--- src/rtl/countdown_timer_pkg.sv ---
// Shared types and constants for the HH:MM:SS countdown timer.
package countdown_timer_pkg;

   typedef enum logic [1:0] {StIdle, StRun, StPause, StExpired} state_e;

   localparam int unsigned SEC_MAX = 59;
   localparam int unsigned MIN_MAX = 59;
   localparam int unsigned HH_W    = 5;
   localparam int unsigned MS_W    = 6;

   function automatic logic [MS_W-1:0] clamp_ms(input logic [MS_W-1:0] v,
                                                input int unsigned max_val);
      return (32'(v) > max_val) ? MS_W'(max_val) : v;
   endfunction

   function automatic logic [HH_W-1:0] clamp_hh(input logic [HH_W-1:0] v,
                                                input int unsigned max_val);
      return (32'(v) > max_val) ? HH_W'(max_val) : v;
   endfunction

endpackage

--- src/rtl/countdown_timer_down_digit_counter.sv ---
// One down-counting time digit group; wraps to its max and borrows when decremented at zero.
module down_digit_counter #(
   parameter int unsigned Width  = 6,
   parameter int unsigned MaxVal = 59
) (
   input  logic             clock,
   input  logic             reset,
   input  logic             dec_req,
   input  logic             load,
   input  logic [Width-1:0] load_val,
   output logic [Width-1:0] value,
   output logic             borrow,
   output logic             is_zero
);

   localparam logic [Width-1:0] MaxV = Width'(MaxVal);

   logic [Width-1:0] value_q, value_d;

   assign is_zero = (value_q == '0);
   // Borrow is independent of load so the top can use it to override a load without a loop.
   assign borrow  = dec_req & is_zero;
   assign value   = value_q;

   always_comb begin
      value_d = value_q;
      if (load) begin
         value_d = load_val;
      end else if (dec_req) begin
         value_d = is_zero ? MaxV : value_q - Width'(1);
      end
   end

   always_ff @(posedge clock or negedge reset) begin
      if (!reset) begin
         value_q <= '0;
      end else begin
         value_q <= value_d;
      end
   end

endmodule

--- src/rtl/countdown_timer.sv ---
// HH:MM:SS down-counting timer with prescaler, pause/resume and a one-cycle expiry pulse.
// Build option: define COUNTDOWN_AUTO_RELOAD_EN to reload the preset on expiry (periodic mode).
module countdown_timer
   import countdown_timer_pkg::*;
#(
   parameter int unsigned TICK_DIV = 1000,
   parameter int unsigned HOUR_MAX = 23
) (
   input  logic            clock,
   input  logic            reset,
   input  logic            load,
   input  logic [HH_W-1:0] load_hh,
   input  logic [MS_W-1:0] load_mm,
   input  logic [MS_W-1:0] load_ss,
   input  logic            start,
   input  logic            stop,
   output logic [HH_W-1:0] hh,
   output logic [MS_W-1:0] mm,
   output logic [MS_W-1:0] ss,
   output logic            running,
   output logic            expired
);

   localparam int unsigned PW = (TICK_DIV > 1) ? $clog2(TICK_DIV) : 1;
   localparam logic [PW-1:0] PrescLast = PW'(TICK_DIV - 1);

   state_e state_q, state_d;
   logic [PW-1:0] presc_q, presc_d;
   logic expired_q, expired_d;
   logic [HH_W-1:0] rl_hh_q, rl_hh_d;
   logic [MS_W-1:0] rl_mm_q, rl_mm_d, rl_ss_q, rl_ss_d;

   logic [HH_W-1:0] ld_hh_c, cnt_hh_val;
   logic [MS_W-1:0] ld_mm_c, ld_ss_c, cnt_mm_val, cnt_ss_val;
   logic tick, reload_evt, cnt_load;
   logic ss_borrow, mm_borrow, hh_borrow;
   logic ss_zero, mm_zero, hh_zero, all_zero, tick_to_zero;

   assign ld_hh_c = clamp_hh(load_hh, HOUR_MAX);
   assign ld_mm_c = clamp_ms(load_mm, MIN_MAX);
   assign ld_ss_c = clamp_ms(load_ss, SEC_MAX);

   assign all_zero     = hh_zero & mm_zero & ss_zero;
   assign tick_to_zero = hh_zero & mm_zero & (ss == MS_W'(1));

   always_comb begin
      state_d    = state_q;
      presc_d    = presc_q;
      expired_d  = 1'b0;
      tick       = 1'b0;
      reload_evt = 1'b0;
      rl_hh_d    = rl_hh_q;
      rl_mm_d    = rl_mm_q;
      rl_ss_d    = rl_ss_q;
      if (load) begin
         rl_hh_d = ld_hh_c;
         rl_mm_d = ld_mm_c;
         rl_ss_d = ld_ss_c;
         state_d = StIdle;
         presc_d = '0;
      end else begin
         unique case (state_q)
            StIdle: begin
               if (start && !all_zero) begin
                  state_d = StRun;
                  presc_d = '0;
               end
            end
            StRun: begin
               // Stopping holds the prescaler; a tick landing on the stop edge is dropped.
               if (stop) begin
                  state_d = StPause;
               end else if (presc_q == PrescLast) begin
                  tick    = 1'b1;
                  presc_d = '0;
                  if (tick_to_zero) begin
                     expired_d = 1'b1;
`ifdef COUNTDOWN_AUTO_RELOAD_EN
                     if ((rl_hh_q != '0) || (rl_mm_q != '0) || (rl_ss_q != '0)) begin
                        reload_evt = 1'b1;
                     end else begin
                        state_d = StExpired;
                     end
`else
                     state_d = StExpired;
`endif
                  end
               end else begin
                  presc_d = presc_q + PW'(1);
               end
            end
            StPause: begin
               if (!stop && start) begin
                  state_d = StRun;
               end
            end
            StExpired: begin
               state_d = StExpired;
            end
            default: state_d = StIdle;
         endcase
      end
   end

   // A borrow out of the hours digit would wrap upward, so it pins the count to zero instead.
   assign cnt_load = load | reload_evt | hh_borrow;

   always_comb begin
      cnt_hh_val = '0;
      cnt_mm_val = '0;
      cnt_ss_val = '0;
      if (load) begin
         cnt_hh_val = ld_hh_c;
         cnt_mm_val = ld_mm_c;
         cnt_ss_val = ld_ss_c;
      end else if (reload_evt) begin
         cnt_hh_val = rl_hh_q;
         cnt_mm_val = rl_mm_q;
         cnt_ss_val = rl_ss_q;
      end
   end

   down_digit_counter #(.Width(MS_W), .MaxVal(SEC_MAX)) u_ss (
      .clock    (clock),
      .reset    (reset),
      .dec_req  (tick),
      .load     (cnt_load),
      .load_val (cnt_ss_val),
      .value    (ss),
      .borrow   (ss_borrow),
      .is_zero  (ss_zero)
   );

   down_digit_counter #(.Width(MS_W), .MaxVal(MIN_MAX)) u_mm (
      .clock    (clock),
      .reset    (reset),
      .dec_req  (ss_borrow),
      .load     (cnt_load),
      .load_val (cnt_mm_val),
      .value    (mm),
      .borrow   (mm_borrow),
      .is_zero  (mm_zero)
   );

   down_digit_counter #(.Width(HH_W), .MaxVal(HOUR_MAX)) u_hh (
      .clock    (clock),
      .reset    (reset),
      .dec_req  (mm_borrow),
      .load     (cnt_load),
      .load_val (cnt_hh_val),
      .value    (hh),
      .borrow   (hh_borrow),
      .is_zero  (hh_zero)
   );

   always_ff @(posedge clock or negedge reset) begin
      if (!reset) begin
         state_q   <= StIdle;
         presc_q   <= '0;
         expired_q <= 1'b0;
         rl_hh_q   <= '0;
         rl_mm_q   <= '0;
         rl_ss_q   <= '0;
      end else begin
         state_q   <= state_d;
         presc_q   <= presc_d;
         expired_q <= expired_d;
         rl_hh_q   <= rl_hh_d;
         rl_mm_q   <= rl_mm_d;
         rl_ss_q   <= rl_ss_d;
      end
   end

   assign running = (state_q == StRun);
   assign expired = expired_q;

endmodule

--- config.mk ---
export PLATFORM = sky130hd
export DESIGN_NAME = countdown_timer
export DESIGN_NICKNAME = d
export VERILOG_FILES = /design/src/rtl/countdown_timer_pkg.sv /design/src/rtl/countdown_timer_down_digit_counter.sv /design/src/rtl/countdown_timer.sv
export SDC_FILE = /design/constraint.sdc
export NUM_CORES = 1
export LEC_CHECK = 0
export CAP_MARGIN = 0
export CORE_MARGIN = 5
export CORE_UTILIZATION = 45
export DETAILED_ROUTE_END_ITERATION = 8
export PLACE_DENSITY_LB_ADDON = 0.15
export RECOVER_POWER = 25
export REMOVE_ABC_BUFFERS = 1
export SETUP_SLACK_MARGIN = 0.02
export SLEW_MARGIN = 15
export SYNTH_ARGS = -nofsm -noshare
export SYNTH_HDL_FRONTEND = slang
export SYNTH_SLANG_ARGS = --single-unit
--- constraint.sdc ---
create_clock -name clock -period 2.4 [get_ports clock]
set_clock_uncertainty 0.15 [all_clocks]
set_input_delay 0.48 -clock clock [delete_from_list [all_inputs] [get_ports clock]]
set_output_delay 0.48 -clock clock [all_outputs]
set_load 0.05 [all_outputs]
# Yosys cells after proc, flatten, opt, wreduce, memory -nomap -nowiden
# Index checks and enable logic that the tools add are counted.
# word_totals
reg_bits	30
latchBits	0
mem_bits_rw	0
mem_bits_ro	0
inputBits	22
memories	0
# classes
add_sub_neg	4
n_mul	0
n_div	0
order_cmp	3
n_eq_ne	10
shifts	0
mux	36
bitwise	7
reduce_logical	14
# ops
operator	n
$mux W6	10
$mux W10	4
$mux W5	5
$pmux W10 S2	1
$gt A6 B6 Y1 const B	2
$logic_not A6 Y1	2
$mux W2	6
$sub A6 B1 Y6 const B	2
$add A10 B1 Y10 const B	1
$eq A10 B10 Y1 const B	1
$mux W1	9
$ne A3 B3 Y1 const B	3
$ne A4 B3 Y1 const B	2
$pmux W2 S4	1
$and A1 B1 Y1	6
$eq A6 B1 Y1 const B	1
$reduce_bool A2 Y1	3
$gt A5 B5 Y1 const B	1
$logic_not A5 Y1	1
$sub A5 B1 Y5 const B	1
$eq A2 B2 Y1 const B	2
$reduce_and A4 Y1	1
$reduce_and A3 Y1	1
$reduce_bool A3 Y1	1
other kinds (5)	7

# Depth between registers and ports, before layout
# logic_depth
word_depth	10
mapped_depth	8
ltp_nobuf	7

# Cells and area by module
# From an unflattened synthesis, not the netlist that was laid out.
# hier_totals
hier_cells	238
area_unflattened_um2	2085.8
# by_module_without_submodules
module	n_inst	cells_per_inst	area_each_um2	seq_area_each_um2
countdown_timer	1	111	928.4	325.3
down_digit_counter (u_mm ...)	2	48	434.2	150.1
down_digit_counter (u_hh)	1	31	289.0	125.1

# Worst setup path before layout
# No wires, ideal clock.
# synth_timing
path_kind	flip-flop to flip-flop
from	register u_hh.value_q[0] (netlist: u_hh.value[0])
to	register u_mm.value_q[0] (netlist: u_mm.value[0])
setup_ns	0.126
arrival_ns	2.434
t_required_ns	2.124
slack_ns	-0.310
path_stages_with_launch	9
path_cell_list	dfrtp_1 inv_1 ha_1 or4b_4 buf_6 nor4_4 a21o_1 nor3_1 a311o_1
# synth_via
elab_chain_cells	4
word_cells_on_any_way	5
classes_between	mux: 1; bitwise: 2; reduce/logical: 2
# synth_rtl
element	line_no	source
start: declaration	countdown_timer_down_digit_counter.sv:18	logic [Width-1:0] value_q, value_d;
start signal: assignment	countdown_timer_down_digit_counter.sv:38	value_q <= value_d;
$logic_not A5 Y1 (*)	countdown_timer_down_digit_counter.sv:20	assign is_zero = (value_q == '0);
$and A1 B1 Y1 (*)	countdown_timer_down_digit_counter.sv:22	assign borrow = dec_req & is_zero;
$or A1 B1 Y1 (*)	countdown_timer.sv:106	assign cnt_load = load | reload_evt | hh_borrow;
$mux W6 / $reduce_bool A2 Y1 (equally long branches)	n/a	
end signal: assignment	countdown_timer_down_digit_counter.sv:38	
end: declaration	countdown_timer_down_digit_counter.sv:18	
# Mark *: on every way between the ends. The rest lies on a longest branch, timed or not.
# A chain may end at the register's enable or synchronous reset.

# Final worst setup path
# layout_timing
from	register u_mm.value_q[1] (netlist: u_mm.value[1])
to	register presc_q[7]
# layout_via
elab_chain_cells	7
# layout_rtl
element	line_no	source
$logic_not A6 Y1	countdown_timer_down_digit_counter.sv:20	
$and A1 B1 Y1 (2 in a row)	countdown_timer.sv:43	assign all_zero = hh_zero & mm_zero & ss_zero;
$logic_not A1 Y1	countdown_timer.sv:64	if (start && !all_zero) begin
$logic_and A1 B1 Y1	countdown_timer.sv:64	
$ne A3 B3 Y1 (no line)	n/a	
$reduce_and A3 Y1 (no line)	n/a	
end signal: assignment	countdown_timer.sv:166	presc_q <= presc_d;
end: declaration	countdown_timer.sv:28	logic [PW-1:0] presc_q, presc_d;
# Every way passes these cells.

==> flow_metrics.tcl <==
set metrics [dict create \
    initial_core_util_pct 46.7 \
    drt-vias-per-instance 5.49 \
    timing.rr.start "u_mm.value[1]$_DFFE_PN0P_" \
    min_from "presc_q[0]$_DFFE_PN0P_" \
    antenna_found_initial 0 \
    overflow 0 \
    clock_latency_ns 0.28 \
    cts_sinks 30 \
    worstSetupPathType "reg2reg" \
    fin_crit_sh_pct 98.5 \
    worst_setup_path_start_kind "flop" \
    drtIter0Drc 120 \
    yosysWarnings 0 \
    hold_viol 0 \
    arrival_ns 2.39 \
    synth_top_area_share_pct 36.7 \
    route.vias.total 2075 \
    cap_violations 0 \
    final_common_cell "buf_4" \
    synth_seq_cells 30 \
    ir_worst_vdd_v 0.000399 \
    drt-total-wl_mm 5.65 \
    yosysSeqAreaShare_pct 36.7 \
    core-area_um2 4380 \
    wire_per_inst_um 14.9 \
    synth.distinct_cells 64 \
    std_cell_rows 24 \
    htreeDepth 2 \
    tightest_slew_ns 0.765 \
    cts_hold_buf 0 \
    async_flop_share_pct 100 \
    syn_area_um2 2050 \
    dp_hpwl_mm 4.24 \
    cts_inserted_buffers 5 \
    setup_viol 0 \
    final_antenna_net_count 0 \
    cp-startpoint "u_mm.value[1]$_DFFE_PN0P_" \
    drtPass1Iterations 4 \
    clock.fmax_ghz 0.423 \
    grt_pass1_vias 2074 \
    max-slew-margin-rel_pct 49.0 \
    fin_total_pwr_mw 1.55 \
    final_cell_mix "buf_4 (56), clkdlybuf4s50_1 (38), dfrtp_1 (30), nor2_1 (21), nand2_1 (19)" \
    power.leakage_nw 1.30 \
    synth_edf_count 0 \
    gp_congestion 0.839 \
    worstPathRequired_ns 2.43 \
    clkTransAtPathRegs_ns 0.07 \
    clockBufferDepth 2 \
    drv_slew 0 \
    track_usage_pct 19.5 \
    synth.area.top_cells "dfrtp_1 (37%), a21oi_1 (4.6%), o21ai_0 (4.6%)" \
    drc 0 \
    grt_pass1_wl_mm 9.65 \
    ys_dominant_reg_cell "dfrtp_1" \
    dieArea_um2 5990 \
    outcome "completed" \
    syn_to_final_growth_pct 50.3 \
    finalCriticalPeriod_ns 2.36 \
    die-height_um 77.4 \
    worstPathMaxFanout 6 \
    hold_class "reg2reg" \
    cellPowerDensity_nw_per_um2 504 \
    drive_gt1_share_pct 30.4 \
    yosys.area.top_type "dfrtp_1" \
    synth.avg_cell_area_um2 8.82 \
    io_buffers 40 \
    diodes 0 \
    grt_start_max_net_pins 31 \
    nets 354 \
    whs_ns 0.380 \
    syn_inst 232 \
    cts_tree "yes" \
    grt_setup_unrepaired "yes" \
    final_core_util_pct 70.1 \
    ios 41 \
    cts_root_buf "clkbuf_8" \
    dieWidth_um 77.4 \
    setup.worst_path.end_class "flop" \
]
## area by class of cell
class | count | area [um2]
timing repair buffer | 97 | 827
fill | 352 | 1310
clock buffer | 6 | 82.6
sequential | 30 | 751
tap | 52 | 65.1
inverter | 9 | 33.8
multi-input combinational | 182 | 1300
clock inverter | 2 | 12.5
## routing by layer
layer / track usage, % / up-vias / wire length (um)
met5: 0 / - / 0
li1: - / 1052 / -
met3: 4.51 / 4 / 245
met2: 31.0 / 49 / 2650
met1: 26.2 / 970 / 2700
met4: 6.19 / 0 / 55
## worst max-delay path, cell delays in order, from the launching register on
cell and delay [ns]:
dfrtp_1 0.39, inv_2 0.08, ha_4 0.13, or4b_4 0.48, o41ai_4 0.34, buf_4 0.19, mux2_4 0.16, a21oi_4 0.07
a2111oi_4 0.26
## sequential cells by signal (all words and copies together) (netlist names)
signal	cells
presc_q	10
u_mm.value	6
u_ss.value	6
u_hh.value	5
state_q	2
expired	1
## logic make-up after synthesis
logic type,after synthesis,synth area share (%)
buffers and inverters,20,5.20
xor gates and xnor gates,5,2.14
AOI/OAI and AO/OA,76,25.8
and+or+nand+nor,90,23.9
DFF,30,36.7
muxes,4,2.02
adders and majority gates,7,4.28
## final timing paths
path	endpoint	slack (ns)	cells after the start
setup / recovery	presc_q[7]$_DFFE_PN0P_	0.04	8
hold / removal	presc_q[0]$_DFFE_PN0P_	0.38	1
setup reg to reg	presc_q[7]$_DFFE_PN0P_	0.04	8
hold reg to reg	presc_q[0]$_DFFE_PN0P_	0.38	1
max in group asynchronous	presc_q[4]$_DFFE_PN0P_	0.97	2
min in group asynchronous	u_mm.value[4]$_DFFE_PN0P_	0.65	2
## where the power goes
group          total (mW)  switching (mW)  internal [mW]
clock               0.434           0.204          0.230
combinational       0.551           0.312          0.239
sequential          0.566          0.0250          0.541
total                1.55           0.541           1.01
## cell usage after synthesis (2+ instances only)
master	count
or2_1	2
a32o_1	2
inv_1	9
o22a_1	2
a21o_1	2
a31oi_1	2
dfrtp_1	30
buf_2	2
or3_1	3
o31ai_1	2
mux2i_1	3
nand2_1	20
nor3_1	10
nand3_1	5
a21oi_1	19
or4_1	2
a21oi_2	2
nor2_1	25
xnor2_1	4
clkbuf_1	5
o31a_1	2
a211oi_1	5
o22ai_1	2
o21ai_0	19
and4_1	2
a2111oi_0	3
buf_6	2
ha_1	7
nor4_1	3
and3_2	2
## repair_timing
| action | 4_1_cts | 5_1_grt |
|---|---|---|
| pin swaps | 2 | 7 |
| endpoints found under the setup margin | 10 | 27 |
| cloned | 0 | 0 |
| buffers inserted | 1 | 2 |
| resized for setup | 5 | 27 |
## metrics by stage
stage,setup TNS (ns),setup WS (ns),instance area [um2],cells
CTS,0,0.0153,2960,376
detailed placement,-1.36,-0.194,2840,367
finish,0,0.0371,3080,378
global placement,-0.690,-0.164,2840,367
global route,-0.254,-0.0699,3080,378
floorplan,-2.99,-0.305,1970,221
(Power assumes the default switching activity.)
==> RTL change, RTL diff (same settings) <==
Change the package constant `MS_W` from 6 to 3.
--- a/src/rtl/countdown_timer_pkg.sv
+++ b/src/rtl/countdown_timer_pkg.sv
@@ -6,7 +6,7 @@
    localparam int unsigned SEC_MAX = 59;
    localparam int unsigned MIN_MAX = 59;
    localparam int unsigned HH_W    = 5;
-   localparam int unsigned MS_W    = 6;
+   localparam int unsigned MS_W    = 3;
 
    function automatic logic [MS_W-1:0] clamp_ms(input logic [MS_W-1:0] v,
                                                 input int unsigned max_val);
Ports: changed (resized load_mm, load_ss, mm and ss); port bits go from 41 to 29. No check against the original RTL was run, so the function may have changed too.
==> RTL change against the original RTL <==
  * Routed wire length down 25%
  * Cell area down 29%
  * Combinational power down 46%
  * Power down 38%
  * Area after synthesis down 23%
  * Largest cell class unchanged
  * Worst setup slack better by 62 ps
  * Sequential cell count down 6
  * Largest power group unchanged
  * Via count down 23%
==> RTL change: results (changes against the original RTL) <==
Status
  – Result of the run: finished clean

Route
  – Number of DRC violations after detailed-routing iteration 0: 105 (-13%)
  – Mean number of vias per cell: 5.878 (+7.1%)
  – Final Routed Wirelength: 4227 um (-25%)

Worst hold path
  – Hold EP: presc_q[9]$_DFFE_PN0P_
  – Startpoint of the lowest-slack hold path: presc_q[9]$_DFFE_PN0P_
  – Instance count along the most critical hold path: 1 (unchanged)

Clock network
  – Library cell used as clock root buffer: clkbuf_4
  – Clock transition time at the flip-flop clock pins of the worst setup and hold paths: 130 ps (+60 ps)
  – H-Tree Level Count: 1 (-1)
  – Number of clock buffers inserted by TritonCTS: 3 (-2)
  – Clk Latency, worst-skew pair: 320 ps (+40 ps)

Layout
  – Share of cells above drive strength 1: 18.67% (-12 points)

Global route
  – Overall global routing resource usage: 17.29% (-2.2 points)
  – Wire length of the first global-routing pass: 6982 um (-28%)
  – Pin count of the biggest net entering global routing: 25 (-19%)

Critical path
  – Kind of cell with the highest combined delay on the critical path: buffers and inverters
  – RR Startpoint: u_mm.value[1]$_DFFE_PN0P_
  – Crit-path slowest cell: clkdlybuf4s50_1
  – Crit Reg-Reg Endpoint: presc_q[0]$_DFFE_PN0P_
  – Worst EP arrival: 1670 ps (-720 ps)
  – Number of cells on the worst reg-to-reg path: 9 (+1)
  – CP peak stage delay: 870 ps (+390 ps)

Power and ir drop
  – Internal power of the cells: 0.6476 mW (-36%)
  – VDD IR-drop max: 329.9 uV (-17%)

Logic synthesis
  – Portion of the post-synthesis area used by sequential elements: 38.03% (+1.3 points)
  – Cell types with the highest counts after synthesis: dfrtp_1 (24), nor2_1 (22), inv_1 (15), a22o_1 (14), nand2_1 (13)
  – Ranking of synthesized cells by area: dfrtp_1 (38%), a22o_1 (7.8%), ha_1 (7.1%)
  – Distinct cell type count after synthesis: 42 (-34%)
  – Synth Area per Inst: 9.023 um^2 (+2.3%)

Placed design
  – Port bufs: 28 (-30%)
  – DPL Wire Length: 3124 um (-26%)
  – Setup WS pre-CTS: -380.0 ps (-186.3 ps)
  – Placed cell count: 264 (-28%)
[RTL change: cell count changes after synthesis, sizes merged, moves of 4 or more]
cell,before,now
a2111oi,4,0
inv,9,15
nor3,10,2
a211oi,5,1
dfrtp,30,24
xnor2,4,0
a21oi,21,2
a22o,0,14
nand2,20,13
or3,4,0
o21ai,20,7
[RTL change: routing by layer]
| metal | track usage, % | wire [um] | up-vias |
|---|---|---|---|
| met4 | 6.508 | 99 | 0 |
| met5 | 0 | 0 | - |
| met1 | 20.89 | 1798 | 783 |
| met3 | 3.043 | 163 | 12 |
| met2 | 30.40 | 2166 | 40 |
| li1 | - | - | 758 |
[RTL change: logic make-up (layout without fill, tap and decap cells)]
logic type      Yosys count  after routing  share of synthesized area [%]
fa+ha+maj                 9              9                          7.132
mux                       2              2                          1.426
flops                    24             24                          38.04
simple gates             74             74                          25.99
compound gates           45             45                          22.27
buf+inv                  21             71                          5.150
[RTL change: power groups by stage]
stage	clock, mW	sequential [mW]	combinational [mW]
finish	0.213	0.450	0.300
CTS	0.222	0.448	0.283
global route	0.244	0.455	0.323
detailed placement	0	0.456	0.280
global placement	0	0.454	0.275
floorplan	0	0.513	0.0964
[RTL change: final cells by class]
| cell class | count | area (um^2) |
|---|---|---|
| clock buffer | 4 | 36.28 |
| timing repair buffer | 52 | 473.0 |
| sequential | 24 | 600.6 |
| tap | 46 | 57.56 |
| multi-input combinational | 130 | 957.2 |
| inverter | 15 | 56.30 |
| fill | 290 | 1182 |
[RTL change: worst max path at each step]
stage / to / from / cells after the start / slack (ps)
finish: hh[3] / u_hh.value[3]$_DFFE_PN0P_ / 1 / 100
global placement: u_hh.value[0]$_DFFE_PN0P_ / load / 6 / -320
CTS: presc_q[4]$_DFFE_PN0P_ / u_mm.value[0]$_DFFE_PN0P_ / 7 / 50
detailed placement: u_hh.value[0]$_DFFE_PN0P_ / load / 6 / -380
global route: presc_q[4]$_DFFE_PN0P_ / u_hh.value[0]$_DFFE_PN0P_ / 8 / 20
floorplan: presc_q[4]$_DFFE_PN0P_ / u_mm.value[0]$_DFFE_PN0P_ / 7 / -330
[RTL change: metrics by stage]
step	instance area [um^2]	utilization (%)	setup TNS (ps)	hold WS (ps)	total power, mW
after CTS	2106	62.61	0	357.9	0.9535
after detailed placement	2047	60.86	-3236	395.4	0.7352
after global routing	2181	64.84	0	435.3	1.021
after global placement	2047	60.86	-2755	388.4	0.7297
final	2181	64.84	0	422.1	0.9629
after floorplan	1554	-	-2418	34.41	0.6090
[RTL change: timing repair]
action                     in CTS  in global routing
setup endpoints to repair       5                 11
hold buffers                    0                  0
pin swaps                       2                  5
buffers inserted                1                  1
gates resized for setup         4                 15
gates cloned                    0                  1
